--- config.mk ---
export PLATFORM = sky130hd
export DESIGN_NAME = pcileech_sysrst_seq
export DESIGN_NICKNAME = d
export VERILOG_FILES = /design/src/rtl/pcileech_sysrst_seq.sv
export SDC_FILE = /design/constraint.sdc
export NUM_CORES = 1
export LEC_CHECK = 0
export CAP_MARGIN = 20
export CORE_UTILIZATION = 54
export CTS_CLUSTER_SIZE = 8
export DETAILED_ROUTE_END_ITERATION = 8
export PLACE_DENSITY_LB_ADDON = 0.12
export SLEW_MARGIN = 20
export SYNTH_ARGS = -nofsm -noshare
export SYNTH_HDL_FRONTEND = slang
export SYNTH_SLANG_ARGS = --single-unit
--- constraint.sdc ---
create_clock -name clk -period 2.05 [get_ports clk]
set_input_delay 0.41 -clock clk [delete_from_list [all_inputs] [get_ports clk]]
set_output_delay 0.41 -clock clk [all_outputs]
set_load 0.1 [all_outputs]
--- src/rtl/pcileech_sysrst_seq.sv ---
// Board reset sequencer: core/FT601 reset, PCIe core reset from filtered PERST#/PRSNT,
// WAKE# pulse generator and power-on LED blink, all in the clk domain.
module pcileech_sysrst_seq #(
  parameter int RST_CYCLES    = 64,
  parameter int FILT_CYCLES   = 16,
  parameter int WAKE_CYCLES   = 1024,
  parameter int BLINK_BIT     = 24,
  parameter int BLINK_END_BIT = 27
) (
  input  logic       clk,
  input  logic       rst_n,
  input  logic       pcie_perst_n,
  input  logic       pcie_present,
  input  logic       wake_req,
  output logic       rst,
  output logic       ft601_rst_n,
  output logic       pcie_rst,
  output logic       pcie_wake_n,
  output logic       led_pwronblink,
  output logic [7:0] perst_events
);

  localparam int RCW = $clog2(RST_CYCLES);
  localparam int FCW = (FILT_CYCLES > 1) ? $clog2(FILT_CYCLES) : 1;
  localparam int WCW = (WAKE_CYCLES > 1) ? $clog2(WAKE_CYCLES) : 1;
  localparam int TW  = BLINK_END_BIT + 1;

  typedef enum logic [1:0] {
    ST_POR      = 2'd0,
    ST_LINK_RST = 2'd1,
    ST_RUN      = 2'd2
  } state_e;

  // Glitch filter step: returns {filtered, counter}; a change is accepted only after
  // FILT_CYCLES consecutive differing samples.
  function automatic logic [FCW:0] filt_next(input logic s, input logic f,
                                             input logic [FCW-1:0] cnt);
    logic [FCW:0] r;
    if (s == f) begin
      r = {f, {FCW{1'b0}}};
    end else if (cnt == FCW'(FILT_CYCLES - 1)) begin
      r = {s, {FCW{1'b0}}};
    end else begin
      r = {f, cnt + FCW'(1)};
    end
    return r;
  endfunction

  state_e           state_q, state_d;
  logic [1:0]       rst_sync_q, rst_sync_d;
  logic [1:0]       perst_sync_q, perst_sync_d;
  logic [1:0]       prsnt_sync_q, prsnt_sync_d;
  logic             perst_f_q, perst_f_d;
  logic             prsnt_f_q, prsnt_f_d;
  logic [FCW-1:0]   perst_cnt_q, perst_cnt_d;
  logic [FCW-1:0]   prsnt_cnt_q, prsnt_cnt_d;
  logic [RCW-1:0]   por_cnt_q, por_cnt_d;
  logic             wake_req_q, wake_req_d;
  logic             wake_prev_q, wake_prev_d;
  logic             wake_act_q, wake_act_d;
  logic [WCW-1:0]   wake_cnt_q, wake_cnt_d;
  logic [TW-1:0]    tick_q, tick_d;
  logic             rst_q, rst_d;
  logic             ft601_rst_n_q, ft601_rst_n_d;
  logic             pcie_rst_q, pcie_rst_d;
  logic             pcie_wake_n_q, pcie_wake_n_d;
  logic             led_q, led_d;
  logic [7:0]       perst_events_q, perst_events_d;
  logic             rst_ok_s;
  logic             wake_rise_s;
  logic             wake_ok_s;

  assign rst_ok_s    = rst_sync_q[1];
  assign wake_rise_s = wake_req_q & ~wake_prev_q;
  assign wake_ok_s   = (state_q == ST_LINK_RST) & prsnt_f_q & ~perst_f_q;

  // Reset release synchroniser; all other state is held at reset until it completes.
  always_comb begin
    rst_sync_d = {rst_sync_q[0], 1'b1};
  end

  always_ff @(posedge clk or negedge rst_n) begin
    if (!rst_n) begin
      rst_sync_q <= 2'b00;
    end else begin
      rst_sync_q <= rst_sync_d;
    end
  end

  always_ff @(posedge clk or negedge rst_n) begin
    if (!rst_n) begin
      state_q <= ST_POR;
    end else if (!rst_ok_s) begin
      state_q <= ST_POR;
    end else begin
      state_q <= state_d;
    end
  end

  always_comb begin
    state_d   = state_q;
    por_cnt_d = por_cnt_q;
    case (state_q)
      ST_POR: begin
        if (por_cnt_q == RCW'(RST_CYCLES - 1)) begin
          state_d   = ST_LINK_RST;
          por_cnt_d = {RCW{1'b0}};
        end else begin
          state_d   = ST_POR;
          por_cnt_d = por_cnt_q + RCW'(1);
        end
      end
      ST_LINK_RST: begin
        if (perst_f_q && prsnt_f_q) begin
          state_d = ST_RUN;
        end else begin
          state_d = ST_LINK_RST;
        end
      end
      ST_RUN: begin
        if (!perst_f_q || !prsnt_f_q) begin
          state_d = ST_LINK_RST;
        end else begin
          state_d = ST_RUN;
        end
      end
      default: begin
        state_d   = ST_POR;
        por_cnt_d = {RCW{1'b0}};
      end
    endcase
  end

  // Outputs decode the next state so they move on the same edge as the state register.
  always_comb begin
    rst_d         = (state_d == ST_POR);
    ft601_rst_n_d = (state_d != ST_POR);
    pcie_rst_d    = (state_d != ST_RUN);

    if ((state_q == ST_RUN) && (state_d == ST_LINK_RST) && (perst_events_q != 8'hFF)) begin
      perst_events_d = perst_events_q + 8'd1;
    end else begin
      perst_events_d = perst_events_q;
    end

    perst_sync_d = {perst_sync_q[0], pcie_perst_n};
    prsnt_sync_d = {prsnt_sync_q[0], pcie_present};
    {perst_f_d, perst_cnt_d} = filt_next(perst_sync_q[1], perst_f_q, perst_cnt_q);
    {prsnt_f_d, prsnt_cnt_d} = filt_next(prsnt_sync_q[1], prsnt_f_q, prsnt_cnt_q);

    wake_req_d  = wake_req;
    wake_prev_d = wake_req_q;
    if (wake_act_q) begin
      if (perst_f_q || !prsnt_f_q || (wake_cnt_q == WCW'(WAKE_CYCLES - 1))) begin
        wake_act_d = 1'b0;
        wake_cnt_d = {WCW{1'b0}};
      end else begin
        wake_act_d = 1'b1;
        wake_cnt_d = wake_cnt_q + WCW'(1);
      end
    end else if (wake_rise_s && wake_ok_s) begin
      wake_act_d = 1'b1;
      wake_cnt_d = {WCW{1'b0}};
    end else begin
      wake_act_d = 1'b0;
      wake_cnt_d = {WCW{1'b0}};
    end
    pcie_wake_n_d = ~wake_act_d;

    if (tick_q[BLINK_END_BIT]) begin
      tick_d = tick_q;
    end else begin
      tick_d = tick_q + TW'(1);
    end
    led_d = tick_d[BLINK_BIT] & ~tick_d[BLINK_END_BIT];
  end

  always_ff @(posedge clk or negedge rst_n) begin
    if (!rst_n) begin
      por_cnt_q      <= {RCW{1'b0}};
      perst_sync_q   <= 2'b00;
      prsnt_sync_q   <= 2'b00;
      perst_f_q      <= 1'b0;
      prsnt_f_q      <= 1'b0;
      perst_cnt_q    <= {FCW{1'b0}};
      prsnt_cnt_q    <= {FCW{1'b0}};
      wake_req_q     <= 1'b0;
      wake_prev_q    <= 1'b0;
      wake_act_q     <= 1'b0;
      wake_cnt_q     <= {WCW{1'b0}};
      tick_q         <= {TW{1'b0}};
      rst_q          <= 1'b1;
      ft601_rst_n_q  <= 1'b0;
      pcie_rst_q     <= 1'b1;
      pcie_wake_n_q  <= 1'b1;
      led_q          <= 1'b0;
      perst_events_q <= 8'd0;
    end else if (!rst_ok_s) begin
      por_cnt_q      <= {RCW{1'b0}};
      perst_sync_q   <= 2'b00;
      prsnt_sync_q   <= 2'b00;
      perst_f_q      <= 1'b0;
      prsnt_f_q      <= 1'b0;
      perst_cnt_q    <= {FCW{1'b0}};
      prsnt_cnt_q    <= {FCW{1'b0}};
      wake_req_q     <= 1'b0;
      wake_prev_q    <= 1'b0;
      wake_act_q     <= 1'b0;
      wake_cnt_q     <= {WCW{1'b0}};
      tick_q         <= {TW{1'b0}};
      rst_q          <= 1'b1;
      ft601_rst_n_q  <= 1'b0;
      pcie_rst_q     <= 1'b1;
      pcie_wake_n_q  <= 1'b1;
      led_q          <= 1'b0;
      perst_events_q <= 8'd0;
    end else begin
      por_cnt_q      <= por_cnt_d;
      perst_sync_q   <= perst_sync_d;
      prsnt_sync_q   <= prsnt_sync_d;
      perst_f_q      <= perst_f_d;
      prsnt_f_q      <= prsnt_f_d;
      perst_cnt_q    <= perst_cnt_d;
      prsnt_cnt_q    <= prsnt_cnt_d;
      wake_req_q     <= wake_req_d;
      wake_prev_q    <= wake_prev_d;
      wake_act_q     <= wake_act_d;
      wake_cnt_q     <= wake_cnt_d;
      tick_q         <= tick_d;
      rst_q          <= rst_d;
      ft601_rst_n_q  <= ft601_rst_n_d;
      pcie_rst_q     <= pcie_rst_d;
      pcie_wake_n_q  <= pcie_wake_n_d;
      led_q          <= led_d;
      perst_events_q <= perst_events_d;
    end
  end

  assign rst            = rst_q;
  assign ft601_rst_n    = ft601_rst_n_q;
  assign pcie_rst       = pcie_rst_q;
  assign pcie_wake_n    = pcie_wake_n_q;
  assign led_pwronblink = led_q;
  assign perst_events   = perst_events_q;

endmodule

[After elaboration in Yosys (flattened, before gate mapping)]
Cells that the tools add are included.
Storage, ports and cells
  word-level logic and storage cells: 104
  register bits after elaboration: 78
  output and inout port bits: 13
  input port bits: 5
Cells by class
  add/subtract/negate cells: 6
  muxes and demuxes: 36
  reductions and logical operators: 15
  equal/unequal tests: 18
  bitwise operators: 8
Operator list (count)
  two-way mux 28 bit: 2
  two-way mux 10 bit: 3
  adder 28 x 1 -> 28 bit, second input constant: 1
  two-way mux 5 bit: 4
  two-way mux 8 bit: 2
  two-way mux 1 bit: 14
  two-way mux 6 bit: 2
  one-hot mux 6 bit (2 select lines): 1
  adder 10 x 1 -> 10 bit, second input constant: 1
  == test 10 bit, second input constant: 1
  two-way mux 2 bit: 5
  inequality test 2 bit, second input constant: 5
  adder 4 x 1 -> 4 bit, second input constant: 2
  adder 8 x 1 -> 8 bit, second input constant: 1
  == test 4 bit, second input constant: 2
  two-way mux 4 bit: 2
  inequality test 8 bit, second input constant: 1
  adder 6 x 1 -> 6 bit, second input constant: 1
  == test 6 bit, second input constant: 1
  inequality test 2 x 1 -> 1 bit, second input constant: 3
  one-hot mux 2 bit (3 select lines): 1
  bitwise AND 1 bit: 4
  == test 2 x 1 -> 1 bit, second input constant: 2
  logical AND 1 bit: 4
  other kinds (9): 18

[Longest topological paths before layout]
Gate-level depths: netlist of the first run.
  depth after elaboration: 9
  mapped depth: 7
  depth with buffers taken out: 6

[Least setup slack after synthesis of the first run]
No wires, ideal clock.
  path type: reg-to-reg
  from: register perst_events_q[0], in the netlist perst_events[0]
  to: register perst_events_q[1], in the netlist perst_events[1]
  required time: 1.918 ns
  data arrival time: 2.132 ns
  slack: -0.214 ns
  path buffers: 1
  period minus slack after synthesis: 2.264 ns
  cell stages (with the launch flop): 7
  setup time: 0.132 ns
  cells stage by stage: dfrtp_1 -> ha_1 -> nand3_1 -> o211ai_1 -> clkbuf_1 -> mux2i_1 -> nor2_1
Between the ends
  cells in the longest elaborated chain, start to end: 3
  elaborated cells on any way between the ends: 6
  those cells by class: 1 x add/sub; 2 x eq/ne; 2 x mux; 1 x reduce/logical
Ends and longest elaborated chain
  start: declaration: RTL line 68  | logic [7:0] perst_events_q, perst_events_d;
  start signal: assignment: RTL line 235  | perst_events_q <= perst_events_d;
  adder 8 x 1 -> 8 bit or inequality test 8 bit (tied branches): RTL line 141, 140
  two-way mux 8 bit or logical AND 1 bit (tied branches): RTL line 140  | if ((state_q == ST_RUN) && (state_d == ST_LINK_RST) && (perst_events_q != 8'hFF)) begin
  two-way mux 8 bit or inequality test 2 x 1 -> 1 bit (tied branches)
Parallel ways exist; a longest one is shown, timed or not. The select of a mux whose other input is x is not followed.
A chain may end at the register's enable or synchronous reset.

[Worst setup path after layout of the first run]
  from: register tick_q[0]
  to: register tick_q[20]
Between the ends
  cells in the longest elaborated chain, start to end: 3
Ends and longest elaborated chain
  start: declaration: RTL line 62  | logic [TW-1:0] tick_q, tick_d;
  start signal: assignment: RTL line 191  | tick_q <= {TW{1'b0}};
  start signal: assignment: RTL line 210  | tick_q <= {TW{1'b0}};
  start signal: assignment: RTL line 229  | tick_q <= tick_d;
  adder 28 x 1 -> 28 bit: RTL line 173  | tick_d = tick_q + TW'(1);
  two-way mux 28 bit: RTL line 170  | if (tick_q[BLINK_END_BIT]) begin
  two-way mux 28 bit: RTL line 198  | end else if (!rst_ok_s) begin
Every way passes these cells. The select of a mux whose other input is x is not followed.

==> flow_metrics.tcl, run 1 <==
set metrics [dict create \
    synthesis.area_sq_mm 0.00369 \
    clk_path_buf_depth 2 \
    vias_per_cell 5.79 \
    setup_tns_ps 0 \
    p_per_area_mw_per_mm2 624 \
    crit_fanout 7 \
    setup_viol 0 \
    max_stage_delay_ps 550 \
    end_kind "register" \
    grt_max_degree 51 \
    die_h_um 84.6 \
    switchingPower_uw 657 \
    cts_tree "yes" \
    synth_ff_type "dfrtp_1" \
    grt_pass1_wl_um 12200 \
    clock-sinks 78 \
    p_comb_share_pct 4.0 \
    synth_area_leaders "dfrtp_1 51%, a21oi_1 4.3%, ha_1 3.4%" \
    intPower_uw 2030 \
    row_count 29 \
    port_buffers 17 \
    routed_wl_um 7170 \
    violations "DRC" \
    status "complete, but fails checks" \
    ir_drop_mv 0.405 \
    root_buffer "clkbuf_8" \
    async_flop_share_pct 100 \
    antenna_found_initial 0 \
    cts.htree.levels 3 \
    p_seq_share_pct 58.4 \
    seqCellArea_sq_mm 0.00196 \
    hpwl_um 4780 \
    path_class "reg -> reg" \
    fin_util_pct 66.6 \
    drv_slew 0 \
    yosys_register_bits 78 \
    wl_per_cell_um 14.7 \
    nets 419 \
    synth_fp_nets 380 \
    max_cap_viol_count 0 \
    synth.largest_area_cell "dfrtp_1" \
    synthCells 365 \
    dr.pass1.iters 7 \
    grt_overflow 0 \
    syn_avg_cell_area_sq_um 10.1 \
    gp_congestion 0.766 \
    fp.dieW_um 84.6 \
    worst_clock_skew_ps 9.39 \
    worstMarginPinSlew_ps 503 \
    cp.required_ps 2330 \
    reg2reg_slack_ps 80 \
    final_cell_area_sq_mm 0.00430 \
    clk-insertion-delay-late_ps 360 \
    dpl_cell_area_sq_mm 0.00406 \
    synth-edff-count 0 \
    crit_chain "ha_4, nand4b_4, or4b_4, or4_1, a21oi_1" \
    crit_path_top_delay_cell "or4b_4" \
    cts-buffers-inserted 9 \
    seq_area_frac_synth_pct 53.0 \
    coreArea_sq_mm 0.00646 \
    hold_path.class "reg -> reg" \
    netlist_top_cells_count "75 x dfrtp_1, 33 x nor2_1, 32 x a21oi_1, 26 x nand2_1, 22 x nand3_1" \
    critPathTopFamily "simple AND/OR/NAND/NOR gates" \
    p_sw_share_pct 24.5 \
    relSlewSlack_pct 66.4 \
    first_iter_violations 158 \
    p_clk_share_pct 37.6 \
    drc 3 \
    grt.total_usage_pct 21.9 \
    pin_count 18 \
    synth_cell_types 44 \
    area_growth_pct 16.7 \
    vias 2815 \
    cp_num_buf_inv 0 \
    cp.arrival_ps 2250 \
    layout_worst_path_cycle_share_pct 96.2 \
    critPathLaunchType "register" \
    start_util_pct 57.1 \
    multi_input_area_sq_mm 0.00168 \
    path_clk_slew_ps 80 \
    postRouteAntennaNets 0 \
    fmax_ghz 0.507 \
    leakage_uw 0.00187 \
    grt_pass1_vias 2679 \
    synth_top_area_share_pct 50.9 \
    fin_crit_ps 1970 \
    ys_warn_count 0 \
    post-synth-top-count-cell "dfrtp_1" \
    nFillCells 525 \
    drive_above_1_share_pct 18.3 \
    die-area_sq_mm 0.00716 \
    num_antenna_cells 0 \
    finalHoldViolations 0 \
]
==> worst paths after layout <==
path / start / endpoint / cells after the start
setup reg to reg: tick_q[0]$_DFFE_PN0P_ / tick_q[20]$_DFFE_PN0P_ / 5
max in group asynchronous: rst_n / rst$_DFF_PN1_ / 3
setup / recovery: tick_q[0]$_DFFE_PN0P_ / tick_q[20]$_DFFE_PN0P_ / 5
min in group asynchronous: rst_n / wake_cnt_q[2]$_DFF_PN0_ / 2
hold / removal: rst_sync_q[0]$_DFF_PN0_ / rst_sync_q[1]$_DFF_PN0_ / 0
hold reg to reg: rst_sync_q[0]$_DFF_PN0_ / rst_sync_q[1]$_DFF_PN0_ / 0
==> per-layer routing <==
metal | GRT usage, % | vias to the layer above | wire, um
li1 | - | 1385 | -
met1 | 30.8 | 1373 | 3470
met2 | 33.6 | 48 | 3330
met3 | 3.64 | 9 | 231
met4 | 10.2 | 0 | 132
met5 | 0 | - | 0
==> placed cells by master (no fill, tap or decap), drive strengths merged, types with 2 or more instances in the layout <==
cell type,n
dfrtp,75
buf,35
nor2,33
a21oi,32
nand2,26
nand3,22
o21ai,13
nand4,12
inv,12
xor2,11
xnor2,11
or3,11
o31ai,10
ha,10
clkbuf,10
or4,10
and2,8
and3,7
and4,6
nor3,6
nor2b,4
mux2i,4
clkinv,4
nor3b,3
nand2b,3
or2,3
clkdlybuf4s50,3
dfstp,3
nand4b,3
a21o,2
a31oi,2
clkinvlp,2
a211oi,2
==> state kept, by name (all words and copies together) (netlist names), 2 cells and up <==
signal        count
perst_cnt_q       4
perst_events      8
perst_sync_q      2
por_cnt_q         6
prsnt_cnt_q       4
prsnt_sync_q      2
rst_sync_q        2
state_q           2
tick_q           28
wake_cnt_q       10
==> kinds of logic (layout without fill, tap and decap cells) <==
group | after synthesis | count (layout) | synth area share, %
AOI/OAI and AO/OA | 65 | 65 | 10.3
other | 1 | 1 | 0.102
adders and majority gates | 10 | 10 | 3.39
DFF | 78 | 78 | 53.0
and+or+nand+nor | 162 | 162 | 24.6
xor gates and xnor gates | 22 | 22 | 5.22
muxes | 4 | 4 | 1.09
buffers and inverters | 23 | 67 | 2.34
==> area by class of cell <==
type,count,share of cell area (%)
Sequential cell,78,45.6
Multi-Input combinational cell,264,39.0
Timing Repair Buffer,39,8.20
Clock buffer,10,2.97
Tap cell,77,2.24
Inverter,12,1.05
Clock inverter,6,0.901
==> stage by stage <==
step                worst slack (ps)  cells  total power, uW  hold slack (ps)
floorplan                      -10.3    365             1640              114
global placement                41.6    464             1700              337
detailed placement             -4.02    464             1710              342
CTS                             23.4    482             2710              361
global route                   -13.4    486             2790              362
finish                          77.2    486             2690              359
==> power groups by stage <==
stage	Sequential (uW)	Clock, uW	Combinational [uW]
2_1_floorplan	1600	0	43.9
3_3_place_gp	1600	0	105
3_5_place_dp	1600	0	108
4_1_cts	1570	1030	112
5_1_grt	1570	1090	126
6_report	1570	1010	108
==> timing repair <==
action / 4_1_cts / 5_1_grt
buffers inserted: 1 / 4
gates resized for setup: 1 / 6
pin swaps: 3 / 2
setup endpoints to repair: 1 / 8
gates cloned: 0 / 0
hold buffers: 1 / 0
hold endpoints to repair: 26 / 0
Note: power is estimated with default switching activity, not from simulation.
==> run 2: changes to the inputs <==
==> constraint.sdc (replaced) <==
create_clock -name clk -period 2.05 [get_ports clk]
set_input_delay 0.41 -clock clk [delete_from_list [all_inputs] [get_ports clk]]
set_output_delay 0.41 -clock clk [all_outputs]
set_load 0.005 [all_outputs]
==> run 2 against run 1 <==
Net effect: the flow still finishes with violations (DRC); critical path depth did not move; clock power is 5% higher; highest routed layer unchanged; final cell count is 0.41% lower; maximum frequency up 0.13%; largest power group unchanged; critical path type unchanged; global-route usage rose by 0.14 points; clock skew shrank 1.1 ps; total power is 1.9% higher; worst setup slack gained 2.5 ps; count of clock-buffer cells in the layout rose by 1; cell area shrank 0.84%; register-to-register slack about the same; non-clock buffer count is 2 lower.
==> flow_metrics.tcl, run 2 (synthesis results as in run 1) <==
set metrics [dict create \
    multi_input_area_sq_mm 0.00165 \
    largest_reg_flops 28 \
    row_count 29 \
    cp.required_ps 2310 \
    first_iter_violations 190 \
    cts-buffers-inserted 9 \
    gp_congestion 0.775 \
    cts.htree.levels 3 \
    crit_path_top_delay_cell "or4b_4" \
    drc 2 \
    relSlewSlack_pct 62.4 \
    grt.total_usage_pct 22.1 \
    final_cell_mix "75 x dfrtp_1, 33 x nor2_1, 31 x a21oi_1" \
    fin_crit_ps 1970 \
    grt_pass1_vias 2723 \
    hold_path.class "reg -> reg" \
    root_buffer "clkbuf_8" \
    fmax_ghz 0.508 \
    start_util_pct 57.1 \
    max_stage_delay_ps 540 \
    drv_slew 0 \
    antenna_found_initial 0 \
    worstMarginPinSlew_ps 562 \
    path_clk_slew_ps 70 \
    num_antenna_cells 0 \
    fin_cells 484 \
    leakage_uw 0.00183 \
    nets 417 \
    clk_path_buf_depth 2 \
    critPathTopFamily "simple AND/OR/NAND/NOR gates" \
    wl_per_cell_um 14.2 \
    cts_tree "yes" \
    postRouteAntennaNets 0 \
    clk-insertion-delay-late_ps 350 \
    die-area_sq_mm 0.00716 \
    routed_wl_um 6860 \
    layout_commonest_cell "dfrtp_1" \
    end_kind "register" \
    vias 2778 \
    fp.dieW_um 84.6 \
    path_class "reg -> reg" \
    p_per_area_mw_per_mm2 641 \
    grt_max_degree 45 \
    finalHoldViolations 0 \
    max_flop_register "tick_q" \
    violations "DRC" \
    drive_above_1_share_pct 12.5 \
    coreArea_sq_mm 0.00646 \
    die_h_um 84.6 \
    seqCellArea_sq_mm 0.00196 \
    area_growth_pct 15.7 \
    port_buffers 17 \
    fin_ws_ps 79.6 \
    critPathLaunchType "register" \
    hpwl_um 4780 \
    status "complete, but fails checks" \
    cp.arrival_ps 2230 \
    clock-sinks 78 \
    ir_drop_mv 0.530 \
    crit_chain "ha_2, nand4b_4, or4b_4, or4_4, a211oi_2" \
    nFillCells 527 \
    worst_clock_skew_ps 8.24 \
    grt_overflow 0 \
    pin_count 18 \
    pre_cts_ws_ps 1.35 \
    vias_per_cell 5.74 \
    layout_worst_path_cycle_share_pct 96.1 \
    max_cap_viol_count 0 \
    place_inst 466 \
    grt_pass1_wl_um 12300 \
    crit_fanout 7 \
    final_cell_area_sq_mm 0.00427 \
    dpl_cell_area_sq_mm 0.00406 \
    cp_num_buf_inv 0 \
    setup_viol 0 \
    dr.pass1.iters 6 \
]
run 2: changes by cell type in the layout (fill, tap and decap cells not counted), sizes merged:
cell,change
clkinv,-1
buf,-15
clkdlybuf4s50,+13
clkbuf,+1
run 2: cell type report:
class | count | area share, %
clock buffer | 11 | 3.55
clock inverter | 5 | 0.792
inverter | 12 | 1.06
multi-input combinational | 264 | 38.7
sequential | 78 | 45.8
tap | 77 | 2.26
timing repair buffer | 37 | 7.80
run 2: final timing paths:
path	start	end	slack (ps)	cells after the start
max reg2reg	tick_q[0]$_DFFE_PN0P_	led_pwronblink$_DFF_PN0_	80	5
min in group asynchronous	rst_n	perst_events[4]$_DFFE_PN0P_	490	2
max	tick_q[0]$_DFFE_PN0P_	led_pwronblink$_DFF_PN0_	80	5
min	rst_sync_q[0]$_DFF_PN0_	rst_sync_q[1]$_DFF_PN0_	350	0
min reg2reg	rst_sync_q[0]$_DFF_PN0_	rst_sync_q[1]$_DFF_PN0_	350	0
max in group asynchronous	rst_n	rst$_DFF_PN1_	940	3
run 2: timing repair:
action                     in CTS  in global routing
pin swaps                       3                  1
resized for setup               0                  1
setup endpoints to repair       1                  6
hold endpoints to repair       21                  0
cloned                          0                  0
buffers inserted                0                  1
hold buffers                    1                  0
run 2: metrics by stage:
step | utilization [%] | hold WS, ps | power, uW | TNS, ps
after floorplan | - | 114 | 1640 | 0
after global placement | 62.9 | 330 | 1700 | 0
after detailed placement | 62.9 | 336 | 1710 | 0
after CTS | 65.9 | 364 | 2780 | 0
after global routing | 66.1 | 377 | 2860 | -5.59
final | 66.1 | 355 | 2740 | 0
run 2: metal layers:
| layer | vias to the layer above | global-route usage, % | share of wire [%] |
|---|---|---|---|
| met5 | - | 0 | 0 |
| met4 | 0 | 9.71 | 1.9 |
| met3 | 11 | 4.72 | 3.4 |
| met2 | 46 | 35.4 | 45 |
| met1 | 1338 | 29.1 | 49 |
| li1 | 1383 | - | - |
run 2: power breakdown:
group          total, uW  internal [uW]  leakage (uW)  switching [uW]
combinational        109           40.3      0.000679            68.9
clock               1060            503     0.0000913             556
sequential          1570           1560       0.00106            13.0
total               2740           2100       0.00183             638
==> run 3: changes to the inputs <==
PLACE_DENSITY = 0.76   (was not set)
PLACE_DENSITY_LB_ADDON = not set   (was 0.12)
==> run 3 against run 2 <==
Net effect: largest cell class unchanged; critical path depth is the same; wire length increased by 2.0%; worst setup slack improved by 27 ps; largest power group unchanged; the run still ends with DRC left; sequential power about the same; via count increased by 2.3%; clock skew increased by 3.4 ps; global-route usage is 0.58 points lower; total power is 5.8% higher.
==> flow_metrics.tcl, run 3 (synthesis results as in run 1) <==
set metrics [dict create \
    switchingPower_uw 613 \
    die-area_sq_mm 0.00716 \
    cts-hold-fix-buffers 0 \
    max_flop_register "tick_q" \
    dpl_cell_area_sq_mm 0.00405 \
    ir_drop_mv 0.367 \
    worst_clock_skew_ps 11.6 \
    p_per_area_mw_per_mm2 671 \
    p_sw_share_pct 21.2 \
    path_clk_slew_ps 80 \
    cp.arrival_ps 2220 \
    drive_above_1_share_pct 12.5 \
    setup_tns_ps 0 \
    crit_fanout 7 \
    grt_pass1_vias 2763 \
    max_cap_viol_count 0 \
    grt_overflow 0 \
    cts_tree "yes" \
    layout_worst_path_cycle_share_pct 94.8 \
    cp.required_ps 2330 \
    worstMarginPinSlew_ps 566 \
    gp_congestion 0.801 \
    pre_cts_ws_ps -36.9 \
    relSlewSlack_pct 62.1 \
    fp.dieW_um 84.6 \
    pin_count 18 \
    p_seq_share_pct 54.3 \
    fin_util_pct 66.8 \
    clk_path_buf_depth 2 \
    hold_path.class "in -> async" \
    grt_max_degree 36 \
    critPathLaunchType "register" \
    dr.pass1.iters 6 \
    row_count 29 \
    drv_slew 0 \
    end_kind "register" \
    hpwl_um 4800 \
    cts-buffers-inserted 9 \
    layout_commonest_cell "dfrtp_1" \
    largest_reg_flops 28 \
    cts.htree.levels 3 \
    final_cell_mix "75 x dfrtp_1, 33 x nor2_1, 32 x a21oi_1" \
    port_buffers 17 \
    status "complete, but fails checks" \
    setup_viol 0 \
    reg2reg_slack_ps 110 \
    fmax_ghz 0.515 \
    fin_ws_ps 107 \
    p_comb_share_pct 3.8 \
    p_clk_share_pct 42.0 \
    leakage_uw 0.00185 \
    final_cell_area_sq_mm 0.00431 \
    vias 2843 \
    wl_per_cell_um 14.4 \
    antenna_found_initial 0 \
    postRouteAntennaNets 0 \
    rsz0062_at_grt "false" \
    grt.total_usage_pct 21.5 \
    start_util_pct 57.1 \
    coreArea_sq_mm 0.00646 \
    vias_per_cell 5.86 \
    first_iter_violations 181 \
    area_growth_pct 16.9 \
    path_class "reg -> reg" \
    drc 1 \
    hold_slack_ps 9.05 \
    intPower_uw 2280 \
    root_buffer "clkbuf_8" \
    clk-insertion-delay-late_ps 350 \
    num_antenna_cells 0 \
    violations "DRC" \
    die_h_um 84.6 \
    nets 418 \
    routed_wl_um 7000 \
    finalHoldViolations 0 \
    fin_crit_ps 1940 \
    grt_pass1_wl_um 12200 \
    clock-sinks 78 \
]
run 3: cell count changes in the layout (fill, tap and decap cells not counted), moves of 2 or more:
cell / before / now
clkbuf_1: 0 / 3
buf_4: 19 / 21
bufinv_16: 0 / 2
clkbuf_8: 11 / 9
run 3: layout make-up:
class / instances / area [sq um]
fill: 497 / 2150
sequential: 78 / 1960
multi-input combinational: 264 / 1670
timing repair buffer: 38 / 338
clock buffer: 12 / 135
tap: 77 / 96.3
clock inverter: 4 / 72.6
inverter: 12 / 45.0
run 3: per-stage QoR:
stage / power [uW] / cells
2_1_floorplan: 1640 / 365
3_3_place_gp: 1700 / 465
3_5_place_dp: 1710 / 465
4_1_cts: 2940 / 484
5_1_grt: 2990 / 485
6_report: 2890 / 485
run 3: per-layer routing:
metal	vias up	global-route usage (%)	share of wire, %
met5	-	0	0
met4	0	8.32	1.7
met3	12	3.93	2.7
met2	51	35.8	47
met1	1400	28.1	48
li1	1380	-	-
run 3: power by group through the flow:
stage	registers, uW	clock network (uW)	logic [uW]
3_3_place_gp	1600	0	105
3_5_place_dp	1600	0	108
4_1_cts	1570	1260	111
6_report	1570	1210	109
2_1_floorplan	1600	0	43.9
5_1_grt	1570	1300	126
run 3: what timing repair did:
item / in CTS / in global routing
setup buffers: 3 / 1
pin swaps: 4 / 2
endpoints found under the setup margin: 1 / 8
resized for setup: 1 / 2
run 3: worst max-delay path, cell delays in order (launching register included):
cell,delay (ps)
dfrtp_1,400
ha_4,160
nand4b_4,90
or4b_4,540
or4_1,520
a21oi_1,160
run 3: final timing paths:
check | start | to | depth (start not counted)
setup reg to reg | tick_q[0]$_DFFE_PN0P_ | tick_q[20]$_DFFE_PN0P_ | 5
hold / removal | rst_n | perst_events[7]$_DFFE_PN0P_ | 1
min in group clk | rst_sync_q[0]$_DFF_PN0_ | rst_sync_q[1]$_DFF_PN0_ | 0
hold reg to reg | rst_sync_q[0]$_DFF_PN0_ | rst_sync_q[1]$_DFF_PN0_ | 0
max in group asynchronous | rst_n | pcie_wake_n$_DFF_PN1_ | 2
setup / recovery | tick_q[0]$_DFFE_PN0P_ | tick_q[20]$_DFFE_PN0P_ | 5
